$ cat src/rtl/mult_result_align_if.sv
`default_nettype none
// ============================================================================
// Module   : mult_result_align_if
// Brief    : Issue, multiplier-product and result bundle for mult_result_align.
// Revision : 1.0  initial release
// ============================================================================
interface mult_result_align_if #(
  parameter int INPUT_WIDTH = 18,
  parameter int TAG_W       = 4
);
  logic                       in_valid;
  logic                       in_ready;
  logic [1:0]                 in_sew;
  logic                       in_high;
  logic [TAG_W-1:0]           in_tag;
  logic                       in_flush;
  logic [INPUT_WIDTH-1:0]     mult8_b0;
  logic [INPUT_WIDTH-1:0]     mult8_b1;
  logic [INPUT_WIDTH-1:0]     mult8_b2;
  logic [INPUT_WIDTH-1:0]     mult8_b3;
  logic [2*INPUT_WIDTH-2:0]   mult16_p0;
  logic [2*INPUT_WIDTH-2:0]   mult16_p1;
  logic [2*INPUT_WIDTH+30:0]  mult32;
  logic                       out_valid;
  logic [31:0]                out_data;
  logic [TAG_W-1:0]           out_tag;
  logic [1:0]                 out_sew;

  modport master (
    output in_valid, in_sew, in_high, in_tag, in_flush,
    output mult8_b0, mult8_b1, mult8_b2, mult8_b3, mult16_p0, mult16_p1, mult32,
    input  in_ready, out_valid, out_data, out_tag, out_sew
  );

  modport slave (
    input  in_valid, in_sew, in_high, in_tag, in_flush,
    input  mult8_b0, mult8_b1, mult8_b2, mult8_b3, mult16_p0, mult16_p1, mult32,
    output in_ready, out_valid, out_data, out_tag, out_sew
  );
endinterface
`default_nettype wire

$ cat src/rtl/mult_result_align.sv
`default_nettype none
// ============================================================================
// Module   : mult_result_align
// Brief    : Tracks multiplier operations through fixed SEW latencies, blocks
//            landing collisions and packs the selected product half per lane.
// Revision : 1.0  initial release
// ============================================================================
module mult_result_align #(
  parameter int INPUT_WIDTH = 18,
  parameter int TAG_W       = 4,
  parameter int LAT8        = 3,
  parameter int LAT16       = 4,
  parameter int LAT32       = 5
) (
  input  logic               clk,
  input  logic               rst,
  mult_result_align_if.slave bus_io
);

  // One spare top slot keeps slot_busy(LAT32) a plain array lookup that reads 0.
  localparam int DEPTH = LAT32 + 1;
  localparam int IDX_W = $clog2(DEPTH);

  localparam logic [1:0] SEW8    = 2'b00;
  localparam logic [1:0] SEW16   = 2'b01;
  localparam logic [1:0] SEW32   = 2'b10;
  localparam logic [1:0] SEW_BAD = 2'b11;

  typedef struct packed {
    logic             v;
    logic [1:0]       sew;
    logic             high;
    logic [TAG_W-1:0] tag;
  } desc_t;

  desc_t                  pipe_q [DEPTH];
  desc_t                  pipe_d [DEPTH];
  desc_t                  land_w;
  logic [IDX_W-1:0]       lat_w;
  logic                   slot_busy_w;
  logic                   in_ready_w;
  logic                   accept_w;
  logic                   take_w;
  logic [INPUT_WIDTH-1:0] lane_prod_w [4];
  logic [3:0][7:0]        lane_byte_w;
  logic [31:0]            fmt_w;

  logic                   out_valid_q, out_valid_d;
  logic [31:0]            out_data_q,  out_data_d;
  logic [TAG_W-1:0]       out_tag_q,   out_tag_d;
  logic [1:0]             out_sew_q,   out_sew_d;

  always_comb begin
    case (bus_io.in_sew)
      SEW16:   lat_w = IDX_W'(LAT16);
      SEW32:   lat_w = IDX_W'(LAT32);
      default: lat_w = IDX_W'(LAT8);
    endcase
  end

  assign slot_busy_w     = pipe_q[lat_w].v;
  assign in_ready_w      = !rst && !bus_io.in_flush && (bus_io.in_sew != SEW_BAD) && !slot_busy_w;
  assign accept_w        = bus_io.in_valid && in_ready_w;
  assign bus_io.in_ready = in_ready_w;

  always_comb begin
    for (int k = 0; k < DEPTH - 1; k++) begin
      pipe_d[k] = pipe_q[k + 1];
    end
    pipe_d[DEPTH-1] = '0;
    if (bus_io.in_flush) begin
      for (int k = 0; k < DEPTH; k++) begin
        pipe_d[k].v = 1'b0;
      end
    end
    if (accept_w) begin
      pipe_d[lat_w - 1'b1] = '{v: 1'b1, sew: bus_io.in_sew, high: bus_io.in_high, tag: bus_io.in_tag};
    end
  end

  assign land_w = pipe_q[0];

  // The array emits byte products pairwise swapped relative to lane order.
  assign lane_prod_w[0] = bus_io.mult8_b1;
  assign lane_prod_w[1] = bus_io.mult8_b0;
  assign lane_prod_w[2] = bus_io.mult8_b3;
  assign lane_prod_w[3] = bus_io.mult8_b2;

  for (genvar i = 0; i < 4; i++) begin : g_lane
    assign lane_byte_w[i] = land_w.high ? lane_prod_w[i][15:8] : lane_prod_w[i][7:0];
  end

  always_comb begin
    fmt_w = '0;
    case (land_w.sew)
      SEW8:    fmt_w = lane_byte_w;
      SEW16:   fmt_w = land_w.high ? {bus_io.mult16_p1[31:16], bus_io.mult16_p0[31:16]}
                                   : {bus_io.mult16_p1[15:0],  bus_io.mult16_p0[15:0]};
      SEW32:   fmt_w = land_w.high ? bus_io.mult32[63:32] : bus_io.mult32[31:0];
      default: fmt_w = '0;
    endcase
  end

  assign take_w = land_w.v && !bus_io.in_flush;

  always_comb begin
    out_valid_d = take_w;
    out_data_d  = take_w ? fmt_w      : out_data_q;
    out_tag_d   = take_w ? land_w.tag : out_tag_q;
    out_sew_d   = take_w ? land_w.sew : out_sew_q;
  end

  always_ff @(posedge clk) begin
    if (rst) begin
      for (int k = 0; k < DEPTH; k++) begin
        pipe_q[k] <= '0;
      end
      out_valid_q <= 1'b0;
      out_data_q  <= '0;
      out_tag_q   <= '0;
      out_sew_q   <= '0;
    end else begin
      for (int k = 0; k < DEPTH; k++) begin
        pipe_q[k] <= pipe_d[k];
      end
      out_valid_q <= out_valid_d;
      out_data_q  <= out_data_d;
      out_tag_q   <= out_tag_d;
      out_sew_q   <= out_sew_d;
    end
  end

  assign bus_io.out_valid = out_valid_q;
  assign bus_io.out_data  = out_data_q;
  assign bus_io.out_tag   = out_tag_q;
  assign bus_io.out_sew   = out_sew_q;

endmodule
`default_nettype wire
$ cat src/flat_wrapper.sv
// flat-port wrapper written by rule: the top's interface ports become plain ports
module mult_result_align_flat 
#(
  parameter int INPUT_WIDTH = 18,
  parameter int TAG_W       = 4,
  parameter int LAT8        = 3,
  parameter int LAT16       = 4,
  parameter int LAT32       = 5
)
  (clk, rst, bus_io_in_valid, bus_io_in_sew, bus_io_in_high, bus_io_in_tag, bus_io_in_flush, bus_io_mult8_b0, bus_io_mult8_b1, bus_io_mult8_b2, bus_io_mult8_b3, bus_io_mult16_p0, bus_io_mult16_p1, bus_io_mult32, bus_io_in_ready, bus_io_out_valid, bus_io_out_data, bus_io_out_tag, bus_io_out_sew);
  mult_result_align_if #(.INPUT_WIDTH(INPUT_WIDTH), .TAG_W(TAG_W)) bus_io_i ();
  input  logic clk;
  input  logic rst;
  input wire logic [$bits(bus_io_i.in_valid)-1:0] bus_io_in_valid;
  input wire logic [$bits(bus_io_i.in_sew)-1:0] bus_io_in_sew;
  input wire logic [$bits(bus_io_i.in_high)-1:0] bus_io_in_high;
  input wire logic [$bits(bus_io_i.in_tag)-1:0] bus_io_in_tag;
  input wire logic [$bits(bus_io_i.in_flush)-1:0] bus_io_in_flush;
  input wire logic [$bits(bus_io_i.mult8_b0)-1:0] bus_io_mult8_b0;
  input wire logic [$bits(bus_io_i.mult8_b1)-1:0] bus_io_mult8_b1;
  input wire logic [$bits(bus_io_i.mult8_b2)-1:0] bus_io_mult8_b2;
  input wire logic [$bits(bus_io_i.mult8_b3)-1:0] bus_io_mult8_b3;
  input wire logic [$bits(bus_io_i.mult16_p0)-1:0] bus_io_mult16_p0;
  input wire logic [$bits(bus_io_i.mult16_p1)-1:0] bus_io_mult16_p1;
  input wire logic [$bits(bus_io_i.mult32)-1:0] bus_io_mult32;
  output wire logic [$bits(bus_io_i.in_ready)-1:0] bus_io_in_ready;
  output wire logic [$bits(bus_io_i.out_valid)-1:0] bus_io_out_valid;
  output wire logic [$bits(bus_io_i.out_data)-1:0] bus_io_out_data;
  output wire logic [$bits(bus_io_i.out_tag)-1:0] bus_io_out_tag;
  output wire logic [$bits(bus_io_i.out_sew)-1:0] bus_io_out_sew;
  assign bus_io_i.in_valid = bus_io_in_valid;
  assign bus_io_i.in_sew = bus_io_in_sew;
  assign bus_io_i.in_high = bus_io_in_high;
  assign bus_io_i.in_tag = bus_io_in_tag;
  assign bus_io_i.in_flush = bus_io_in_flush;
  assign bus_io_i.mult8_b0 = bus_io_mult8_b0;
  assign bus_io_i.mult8_b1 = bus_io_mult8_b1;
  assign bus_io_i.mult8_b2 = bus_io_mult8_b2;
  assign bus_io_i.mult8_b3 = bus_io_mult8_b3;
  assign bus_io_i.mult16_p0 = bus_io_mult16_p0;
  assign bus_io_i.mult16_p1 = bus_io_mult16_p1;
  assign bus_io_i.mult32 = bus_io_mult32;
  assign bus_io_in_ready = bus_io_i.in_ready;
  assign bus_io_out_valid = bus_io_i.out_valid;
  assign bus_io_out_data = bus_io_i.out_data;
  assign bus_io_out_tag = bus_io_i.out_tag;
  assign bus_io_out_sew = bus_io_i.out_sew;
  mult_result_align #(.INPUT_WIDTH(INPUT_WIDTH), .TAG_W(TAG_W), .LAT8(LAT8), .LAT16(LAT16), .LAT32(LAT32)) u_core (.clk(clk), .rst(rst), .bus_io(bus_io_i));
endmodule
$ cat config.mk
export PLATFORM = sky130hd
export DESIGN_NAME = mult_result_align_flat
export DESIGN_NICKNAME = d
export VERILOG_FILES = /design/src/rtl/mult_result_align_if.sv /design/src/rtl/mult_result_align.sv /design/src/flat_wrapper.sv
export SDC_FILE = /design/constraint.sdc
export NUM_CORES = 1
export LEC_CHECK = 0
export BUFFER_PORTS_ARGS = -buffer_cell sky130_fd_sc_hd__buf_2
export CAP_MARGIN = 20
export CORE_MARGIN = 2
export CORE_UTILIZATION = 41
export DETAILED_ROUTE_END_ITERATION = 10
export PLACE_DENSITY_LB_ADDON = 0.25
export SYNTH_ARGS = -nofsm -noshare
export SYNTH_HDL_FRONTEND = slang
export SYNTH_SLANG_ARGS = --single-unit
$ cat constraint.sdc
create_clock -name clk -period 1.8 [get_ports clk]
set_input_delay 0.09 -clock clk [delete_from_list [all_inputs] [get_ports clk]]
set_output_delay 0.09 -clock clk [all_outputs]
set_load 0.05 [all_outputs]
==> results of run 1 <==
-- worst paths after layout --
kind	startpoint	to	slack, ns
worst min-delay path	bus_io_in_tag[2]	u_core.pipe_q[5][2]$_SDFF_PP0_	0.05
worst max register to register	u_core.pipe_q[2][7]$_SDFF_PP0_	u_core.pipe_q[4][4]$_SDFF_PP0_	0.09
worst max-delay path	u_core.pipe_q[2][7]$_SDFF_PP0_	bus_io_in_ready	0.05
worst min register to register	u_core.pipe_q[1][7]$_SDFF_PP0_	u_core.pipe_q[0][7]$_SDFF_PP0_	0.43
-- power by group --
| part | switching [mW] | internal [mW] | leakage (nW) |
|---|---|---|---|
| Combinational | 0.268 | 0.297 | 2.17 |
| Sequential | 0.00600 | 1.94 | 0.703 |
| Clock | 0.771 | 0.937 | 0.132 |
-- state kept, by name, indices dropped and copies added (netlist names) --
name / count
u_core.bus_io.out_tag: 4
u_core.bus_io.out_data: 32
u_core.pipe_q: 48
u_core.bus_io.out_valid: 1
u_core.bus_io.out_sew: 2
-- final cells by class --
class | count | area share (%)
Clock inverter | 6 | 0.665
Sequential cell | 87 | 26.6
Multi-Input combinational cell | 285 | 40.3
Timing Repair Buffer | 281 | 23.7
Antenna cell | 2 | 0.0760
Inverter | 44 | 2.51
Tap cell | 143 | 2.72
Clock buffer | 9 | 3.42
-- placed cells by master, fill, tap and decap left out, drive strengths merged, types with 7 or more instances in the layout --
master / instances
a21oi: 14
a221o: 32
a32o: 33
and3: 8
buf: 281
clkbuf: 9
dfxtp: 87
inv: 46
mux2: 34
mux2i: 47
nand2: 9
nand4: 15
nor2: 8
nor2b: 9
o221ai: 32
o311ai: 7
o31ai: 15
o41ai: 7
-- through the flow --
step | area (sq um) | hold slack, ns | worst slack [ns] | utilization [%] | power, mW
after global routing | 6580 | 0.0432 | -0.0251 | 57.7 | 4.38
final | 6580 | 0.0499 | 0.0490 | 57.7 | 4.21
after global placement | 6260 | 0.382 | 0.0519 | 54.8 | 2.53
after floorplan | 4790 | 0.240 | -0.00000511 | - | 2.23
after detailed placement | 6260 | 0.389 | -0.0367 | 54.8 | 2.54
after CTS | 6530 | 0.0377 | 0.00804 | 57.2 | 4.26
-- per-layer routing --
layer / up-vias / wire (um) / GRT usage, %
met5: - / 13 / 0
met4: 2 / 303 / 7.15
met3: 23 / 1250 / 7.08
met2: 204 / 8070 / 41.6
met1: 2317 / 6060 / 27.7
li1: 2312 / - / -
-- kinds of logic after synthesis --
| logic type | synth area share (%) |
|---|---|
| compound gates | 28.3 |
| mux | 18.4 |
| simple gates | 7.44 |
| buf+inv | 8.38 |
| flops | 36.4 |
| fa+ha+maj | 1.05 |
-- timing repair --
action,CTS,global route
hold buffers,0,0
endpoints found under the setup margin,1,1
gates resized for setup,3,1
setup buffers,0,6
==> results.md, run 1 <==
## Floorplan
- number of core rows: 39
- Die Footprint: 0.0125 sq mm
- height of the die: 112 um
- die width: 112 um
- Top Ports: 260
- starting density of the core: 41.8%
- area of the placeable core: 0.0114 sq mm

## Worst setup path
- Top Family by Delay on Critical Path: multiplexers
- worst endpoint required time: 1.71 ns
- element type at the critical path end: output port
- WP data arrival: 1.66 ns
- Buf/Inv on CP: 2
- list of cells traversed by the critical path: mux4_2 > buf_12 > nor4_4 > buf_6
- Slowest cell on crit path: mux4_2
- depth of the critical timing path with buffers and inverters included: 4
- Critical Path Source Type: flop
- CP max FO: 11
- Worst Path Class, Setup: reg2out
- Register-to-Register Path Depth: 5
- Worst path max stage delay: 0.50 ns

## Global route
- antenna violations before repair: 3
- Total Routing Usage GR: 23.6%
- global-route wire length before repair: 23.8 mm
- grt total ovfl: 0
- largest net degree at the start of global routing: 65
- vias in the first global route: 4676

## Drt
- remaining number of nets flagged by the antenna check after routing: 0
- DRC violation total after the first TritonRoute iteration: 302
- vias after detailed routing: 4858
- wire length per cell after detailed routing: 18.3 um
- vias per inst: 5.67
- number of design rule violations left after detail routing: 0
- TritonRoute pass-1 iters: 6
- total wire length after detailed routing: 15.7 mm

## Placement
- # port buffers: 242
- Placed Cells: 834
- sum of net half-perimeters after detailed placement: 11.9 mm
- routability-driven placement congestion ratio: 0.916

## STA
- normalized max-slew margin: 56.8%
- worst-margin pin slew: 0.647 ns
- min Tclk post-route: 1.75 ns
- unrepaired setup endpoints after global routing: yes
- top achievable clock speed: 0.571 GHz
- final period utilization: 97.3%
- setup tns final: 0 ns
- final setup violating endpoints: 0
- Worst Clk Skew: 0.00761 ns
- Final Hold Viols: 0
- final slew viol count: 0

## Clocking
- number of buffers created by CTS: 9
- CTS clk-pin slew, worst paths: 0.07 ns
- depth of the CTS H-tree: 3
- clock tree from TritonCTS: done
- Clk Tree Root Cell: clkbuf_16
- clock sink total: 87
- clock latency on the worst-skew pair: 0.33 ns
- buffer levels on the longest clock path: 2

## Power and ir drop
- pwr/cell area: 640 mW/mm^2
- Worst IR Drop VDD: 0.000563 V
- leakage: 3.01 nW

## Synth
- largest area contributor in the synthesized netlist: dfxtp_1
- count leader, synth: dfxtp_1
- list of most frequent post-synthesis cells: dfxtp_1, mux2i_1, inv_1
- share of the yosys chip area belonging to registers: 36.4%
- Synth Flop Type: dfxtp_1
- post-synth design cell area: 0.00478 sq mm
- mean instance size in the synthesized netlist: 10.3 sq um
- fraction of synthesized cell area taken by the top area cell type: 36.4%
- number of warnings issued by yosys: 0
- Post-synth ARST share: 0%
- post-synthesis net count: 689
- number of synthesized flops with an enable pin: 0
- main area contributors after synthesis: dfxtp_1, mux2i_1, a32o_1
- Synth cell types: 39
- cell count after synthesis: 465
- number of storage elements in the synthesis netlist: 87

## Final layout
- share of cells above drive strength 1: 47.9%
- sequential cell area: 0.00175 sq mm
- total area of multi-input combinational cells: 0.00266 sq mm
- layout overhead on the synthesized area: 37.8%
- non-filler instance count after layout: 857
- final layout net count: 932
- number of filler cells placed in the layout: 1014

## Worst hold path
- Hold/Removal Path Class: in2reg
- number of cells traversed by the worst hold path: 2

## Run
- max capacitance violation total: 0

## Run status
- result of the run: finished, final reports clean

Power figures use the tool's default switching activity.
==> run 2, diff against run 1 <==
Settings changed: GPL_TIMING_DRIVEN set to 0.
==> run 2 against run 1 <==
  * Worst hold slack got worse by 0.0059 ns
  * Combinational power about the same
  * Sequential power about the same
  * Non-clock buffer count increased by 14
  * Worst setup slack got worse by 0.026 ns
  * Core utilization increased by 0.53 points
  * Sequential share of layout area decreased by 0.28 points
  * Global-route usage increased by 1.9 points
  * Critical endpoint unchanged
  * Highest routed layer is now met4
==> results.md, run 2 (synthesis results as in run 1) <==
## Power and ir drop
- Worst IR Drop VDD: 0.000436 V
- pwr/cell area: 708 mW/mm^2
- leakage: 3.03 nW
- total power after layout: 4.71 mW

## Placement
- routability-driven placement congestion ratio: 0.923
- # port buffers: 242
- pre-CTS worst setup slack: -0.276 ns
- total placed instance area: 0.00618 sq mm
- sum of net half-perimeters after detailed placement: 13.3 mm
- Placed Cells: 850

## Final layout
- number of filler cells placed in the layout: 1003
- share of cells above drive strength 1: 46.4%
- leading cell types in the layout, fill and taps excluded: buf_2, dfxtp_1, mux2i_1
- Design Area, Final: 0.00664 sq mm
- register bank with the most flops: u_core.pipe_q
- commonest non-fill, non-tap cell in the layout: buf_2
- non-filler instance count after layout: 874
- layout overhead on the synthesized area: 39.0%
- flip-flop count of the largest register, all copies and words added: 48
- final layout net count: 946
- core utilization of the finished layout: 58.2%

## STA
- normalized max-slew margin: 52.6%
- worst-case hold slack: 0.0440 ns
- final period utilization: 98.7%
- Final Hold Viols: 0
- final slew viol count: 0
- Worst Clk Skew: 0.00783 ns
- worst setup margin: 0.0226 ns
- worst-margin pin slew: 0.711 ns
- min Tclk post-route: 1.78 ns
- final setup violating endpoints: 0
- setup tns final: 0 ns
- top achievable clock speed: 0.563 GHz
- unrepaired setup endpoints after global routing: yes

## Floorplan
- Die Footprint: 0.0125 sq mm
- starting density of the core: 41.8%
- height of the die: 112 um
- die width: 112 um
- area of the placeable core: 0.0114 sq mm
- Top Ports: 260
- number of core rows: 39

## Global route
- antenna violations before repair: 4
- largest net degree at the start of global routing: 17
- GRT Max-Usage Layer: met2
- Total Routing Usage GR: 25.5%
- vias in the first global route: 4906
- met3 GRT Util: 5.33%
- met1 capacity usage during global routing: 29.3%
- grt total ovfl: 0
- global-route wire length before repair: 25.3 mm
- M2 GR Usage: 45.7%

## Clocking
- clock sink total: 87
- CTS clk-pin slew, worst paths: 0.07 ns
- Clk Tree Root Cell: clkbuf_16
- depth of the CTS H-tree: 3
- clock latency on the worst-skew pair: 0.34 ns
- clock tree from TritonCTS: done
- buffer levels on the longest clock path: 2
- number of buffers created by CTS: 9

## Worst hold path
- Endpoint, Worst Hold: u_core.pipe_q[5][0]$_SDFF_PP0_
- Hold/Removal Path Class: in2reg
- hold path start: bus_io_in_tag[0]
- number of cells traversed by the worst hold path: 2

## Worst setup path
- Worst path max stage delay: 0.52 ns
- Worst Path Class, Setup: reg2out
- Register-to-Register Path Depth: 5
- list of cells traversed by the critical path: mux4_2 > buf_12 > nor4_4 > buf_6
- CP max FO: 5
- element type at the critical path end: output port
- setup slack on the worst flop-to-flop path: 0.06 ns
- launch instance of the worst register-to-register path: u_core.pipe_q[2][7]$_SDFF_PP0_
- Critical Path Source Type: flop
- WP data arrival: 1.69 ns
- worst endpoint required time: 1.71 ns
- Crit Reg-Reg Endpoint: u_core.pipe_q[4][6]$_SDFF_PP0_
- Slowest cell on crit path: mux4_2

## Drt
- TritonRoute pass-1 iters: 5
- total wire length after detailed routing: 16.8 mm
- vias after detailed routing: 4969
- vias per inst: 5.69
- remaining number of nets flagged by the antenna check after routing: 0
- number of design rule violations left after detail routing: 0
- wire length per cell after detailed routing: 19.2 um
- DRC violation total after the first TritonRoute iteration: 241

## Run status
- result of the run: finished, final reports clean

## Run
- max capacitance violation total: 0

run 2: how the worst max path moves through the flow:
stage                                        start                              to  slack [ns]  cells past startpoint
floorplan                         bus_io_in_sew[1]                 bus_io_in_ready   -0.000005                      5
global placement                  bus_io_in_sew[1]  u_core.pipe_q[4][6]$_SDFF_PP0_       -0.20                      7
detailed placement                bus_io_in_sew[1]  u_core.pipe_q[4][6]$_SDFF_PP0_       -0.28                      7
CTS                 u_core.pipe_q[3][7]$_SDFF_PP0_                 bus_io_in_ready       -0.01                      4
global route                      bus_io_in_sew[1]                 bus_io_in_ready       -0.01                      7
finish              u_core.pipe_q[2][7]$_SDFF_PP0_                 bus_io_in_ready        0.02                      4
run 2: power breakdown:
part | leakage [nW] | internal [mW] | switching (mW)
sequential | 0.702 | 1.94 | 0.00585
combinational | 2.16 | 0.287 | 0.277
clock | 0.173 | 1.38 | 0.821
run 2: critical path: cells and delay by family, from the launching register on:
family / cells / cell delay [ns]
buffers and inverters: 2 / 0.35
flip-flops: 1 / 0.35
multiplexers: 1 / 0.52
AND/OR/NAND/NOR: 1 / 0.14
run 2: area by class of cell:
class / instances / area, sq um / area share (%)
clock buffer: 9 / 225 / 3.39
multi-input combinational: 285 / 2660 / 40.0
inverter: 44 / 165 / 2.49
tap: 143 / 179 / 2.69
sequential: 87 / 1750 / 26.3
clock inverter: 7 / 128 / 1.92
timing repair buffer: 247 / 1250 / 18.9
antenna: 4 / 10.0 / 0.151
buffer: 48 / 279 / 4.20
run 2: repair_timing:
item | CTS | global route
setup buffers | 1 | 4
endpoints found under the setup margin | 19 | 31
hold buffers | 0 | 0
resized for setup | 7 | 37
run 2: per-layer routing:
layer	part of all wire [%]	vias to the layer above
met4	2.6	0
met1	39	2399
met3	6.5	30
met5	0	-
li1	-	2360
met2	52	180
